File: src/rtl/bool_sweep_pkg.sv
// Shared types and helpers for the exhaustive Boolean-function sweeper.
package bool_sweep_pkg;

    typedef enum logic [1:0] {
        IDLE = 2'd0,
        RUN  = 2'd1,
        FIN  = 2'd2
    } state_t;

    // Number of vectors in one sweep of an n-input function.
    function automatic int unsigned sweep_len(input int unsigned n);
        return 32'd1 << n;
    endfunction

endpackage

File: src/rtl/bool_sweep_lut.sv
// Expected truth table: 2^N_IN x 1 register array, one write port, async read.
module bool_sweep_lut
    import bool_sweep_pkg::*;
#(
    parameter int unsigned N_IN = 4
) (
    input  logic            clk_i,
    input  logic            we_i,
    input  logic [N_IN-1:0] waddr_i,
    input  logic            wdata_i,
    input  logic [N_IN-1:0] raddr_i,
    output logic            rdata_o
);

    localparam int unsigned DEPTH = sweep_len(N_IN);

    // Contents are deliberately not reset; they are don't-care until written.
    logic [DEPTH-1:0] mem_q;

    always_ff @(posedge clk_i) begin
        if (we_i) begin
            mem_q[waddr_i] <= wdata_i;
        end
    end

    assign rdata_o = mem_q[raddr_i];

endmodule

File: config.mk
export PLATFORM = sky130hd
export DESIGN_NAME = bool_sweep_lut
export DESIGN_NICKNAME = d
export VERILOG_FILES = /design/src/rtl/bool_sweep_pkg.sv /design/src/rtl/bool_sweep_lut.sv
export SDC_FILE = /design/constraint.sdc
export NUM_CORES = 1
export LEC_CHECK = 0
export CAP_MARGIN = 20
export CORE_UTILIZATION = 45
export CTS_CLUSTER_DIAMETER = 50
export DETAILED_ROUTE_END_ITERATION = 8
export PLACE_DENSITY_LB_ADDON = 0.05
export RECOVER_POWER = 50
export REMOVE_ABC_BUFFERS = 1
export SLEW_MARGIN = 20
export SYNTH_ARGS = -nofsm -noshare
export SYNTH_HDL_FRONTEND = slang
export SYNTH_SLANG_ARGS = --single-unit
File: constraint.sdc
create_clock -name clk_i -period 1.2 [get_ports clk_i]
set_input_delay 0.18 -clock clk_i [delete_from_list [all_inputs] [get_ports clk_i]]
set_output_delay 0.18 -clock clk_i [all_outputs]
set_load 0.02 [all_outputs]
### Word level (Yosys, flattened, before mapping)

Index checks and enable logic that the tools add are counted.

* flip-flop bits (word level): 16
* bits of input ports: 11
* logic and storage cells: 10

* magnitude comparators: 3
* muxes and demuxes: 5
* reduce and logical (&&, ||, !) cells: 1

Operator list (number)
* 16-bit bitwise mux: 1
* 4-bit by 5-bit < comparator with 1-bit output, second input constant: 2
* 1-bit binary-select mux with 4-bit select: 1
* 1-bit demux with 4-bit select: 1
* 4-bit by 1-bit greater-or-equal comparator with 1-bit output, second input constant: 1
* 1-bit 2-to-1 mux: 2
* 1-bit logical AND: 1

### Logic depth before layout (Yosys ltp)

* word-level depth: 5
* gate-level depth with buffers: 3
* depth with buffers taken out: 3

### Least setup slack after synthesis

OpenSTA, ideal clock, no wires.

* path type: register -> output
* start: register mem_q[13]
* end: output port rdata_o
* arrival: 1.123 ns
* setup slack: -0.103 ns
* cell stages (with the launch flop): 4
* cells stage by stage: edfxtp_1 > mux4_1 > mux2i_1 > mux2i_1

* word-level cells in the longest chain between the ends: 2

Ends and longest elaborated chain
* from (decl): line bool_sweep_lut.sv:18 `logic [DEPTH-1:0] mem_q;`
* from (signal, indexed assignment): line bool_sweep_lut.sv:22 `mem_q[waddr_i] <= wdata_i;`
* 1-bit binary-select mux with 4-bit select: line bool_sweep_lut.sv:26 `assign rdata_o = mem_q[raddr_i];`
* 1-bit 2-to-1 mux (not written as such): line bool_sweep_lut.sv:26
* to (decl): line bool_sweep_lut.sv:12 `output logic rdata_o`

No other way between the ends. The select of a mux whose other input is x is not followed.

### Worst setup path in the final report

* start: register mem_q[1]
* end: output port rdata_o

The elaborated chain is that of the path after synthesis.

==> flow_summary.ini <==
[clock_network]
clk_pin_slew_ns = 0.09
cts_buffers = 3
clk_path_buf_depth = 2
cts_setup_buffers = 0
cts_root_buf = clkbuf_4
cts_sinks = 16
htree_levels = 1
hold_buffers = 0
cts_tree = done

[grt]
grt_first_pass_wirelength_um = 2020
first_global_vias = 486
grtUsageTotal_pct = 15.8
grt-ovfl-total = 0
grt_max_degree = 17
antenna_found_initial = 0

[floorplanning]
start_util_pct = 48.2
io_pins = 12
rows = 14
die_area_um2 = 1780
core_area_um2 = 1510
dieHeight_um = 42.2
die_w_um = 42.2

[yosys]
yosys_warnings = 0
synthesis.instances = 46
ys_top_cells_by_count = 16 x edfxtp_1, 12 x nor2_1, 4 x mux4_1, 4 x nor3_1, 3 x mux2i_1
ys.flop_type = edfxtp_1
ys_top_cells_by_area = edfxtp_1 66%, mux4_1 14%, nor2_1 6.2%
synth.most_common_cell = edfxtp_1
synth_top_area_cell = edfxtp_1
avgSynthCellArea_um2 = 15.8
yosysUniqueCellTypes = 10
netlist.area_leader.share_pct = 66.2
async_reset_ff_share_pct = 0
synth-seq-cells = 16
synth-edff-count = 16
syn_area_um2 = 726
ys_seq_area_share_pct = 66.2

[run_status]
status = complete, but fails checks
violations = setup timing

[timing]
finalMaxSlewViolations = 0
hold_viol = 0
max_slew.worst_pin.slew_ns = 0.491
finalSetupTns_ns = -0.536
final.min_clock_period_ns = 1.74
worst_slack_ns = -0.536
rsz0062_at_grt = true
setup_viol = 1
timing.fmax_mhz = 576
max_slew_margin_pct = 67.2
period_share_pct = 145
holdWs_ns = 0.400

[detailed_routing]
dr_total_vias = 454
routed_wl_um = 1240
vias_per_cell = 5.60
ant_nets = 0
first_iter_violations = 8
wl_per_cell_um = 15.3
drtPass1Iterations = 4
drc = 0

[critical_path]
cpMaxStageDelayCell = mux4_1
end_kind = output pin
crit_type = flip-flop to output pin
critPathRequiredTime_ns = 1.02
slowest_delay_ns = 0.49
critPathLaunch = mem_q[1]$_DFFE_PP_
crit_buf_inv = 1
path_depth = 4
worstSetupEndpoint = rdata_o
crit_family = multiplexers
cp-start-kind = flip-flop
crit_fanout = 1
critPathMostFrequentCell = mux2i_1
crit_path_cell_trace = mux4_1 > mux2i_1 > mux2i_1 > buf_4
critPathArrivalTime_ns = 1.56

[pwr]
power_mw = 1.04
power_density_nw_per_um2 = 1120
leakage_nw = 0.325
ir_drop_v = 0.000625

[flow_run]
drv_cap = 0

[cells_and_area]
areaGrowthSynthToFinish_pct = 27.4
layout-drive-gt1-share_pct = 23.1
largest_register_ffs = 16
fin_nets = 77
largestRegisters = mem_q x16
multi_input_area_um2 = 260
regArea_um2 = 480
diodes = 0
largest_register = mem_q
fill_cells = 124

[min_path]
min_path_type = input pin to flip-flop

[placed_design]
place_congestion = 0.692
dp_hpwl_um = 910
portBuffers = 11
-- worst min path at each step --
stage	start	end	slack (ns)	cells past startpoint
2_1_floorplan	wdata_i	mem_q[0]$_DFFE_PP_	0.28	0
3_3_place_gp	waddr_i[3]	mem_q[1]$_DFFE_PP_	1.01	3
3_5_place_dp	waddr_i[3]	mem_q[2]$_DFFE_PP_	1.02	3
4_1_cts	we_i	mem_q[13]$_DFFE_PP_	0.53	3
5_1_grt	waddr_i[1]	mem_q[0]$_DFFE_PP_	0.43	2
6_report	waddr_i[1]	mem_q[0]$_DFFE_PP_	0.40	2
-- power by group --
group          total (mW)  leakage, nW  switching [mW]  internal [mW]
logic               0.125        0.165          0.0579         0.0668
registers           0.628        0.145         0.00248          0.626
clock network       0.285       0.0154           0.164          0.121
total                1.04        0.325           0.225          0.813
-- layout by cell type (no fill, tap or decap) --
cell,synthesis,final
edfxtp_1,16,16
clkinv_1,0,1
nand3b_1,2,2
or3b_4,0,1
clkbuf_4,0,3
mux4_2,0,2
dlygate4sd3_1,0,1
nand3_1,1,1
mux4_1,4,2
mux2i_1,3,3
nor2_1,12,12
nor3_2,0,4
clkdlybuf4s50_1,0,6
dlygate4sd2_1,0,2
dlymetal6s2s_1,0,1
nand2_1,1,1
nand2b_1,2,2
buf_4,0,5
-- stage by stage --
| stage | instances | utilization [%] | instance area, µm² | worst slack, ns |
|---|---|---|---|---|
| 6_report | 81 | 61.4 | 925 | -0.536 |
| 5_1_grt | 81 | 61.4 | 925 | -0.641 |
| 4_1_cts | 81 | 60.5 | 911 | -0.548 |
| 3_5_place_dp | 77 | 58.8 | 886 | -1.14 |
| 3_3_place_gp | 77 | 58.8 | 886 | -1.09 |
| 2_1_floorplan | 46 | - | 726 | -0.103 |
-- final cells by class --
class	instances	share of cell area (%)
Sequential cell	16	52.0
Timing Repair Buffer	15	14.9
Clock buffer	3	2.44
Tap cell	16	2.17
Clock inverter	1	0.406
Multi-Input combinational cell	30	28.1
-- metal layers --
metal  vias to the layer above  routed length (µm)  GRT usage [%]
met2                        19                 617           27.5
met1                       212                 526           18.4
met4                         0                  17           5.63
met5                         -                   0              0
met3                         5                  77           4.74
li1                        218                   -              -
-- what timing repair did --
| action | CTS | global route |
|---|---|---|
| pin swaps | 0 | 0 |
| gates resized for setup | 10 | 5 |
| setup endpoints to repair | 5 | 4 |
-- cell families (layout without fill, tap and decap cells) --
kind of cell,after synthesis,count (layout),share of synthesized area (%)
and+or+nand+nor,23,23,15.2
DFF,16,16,66.2
buffers and inverters,0,19,0
muxes,7,7,18.6
Power figures use the tool's default switching activity.
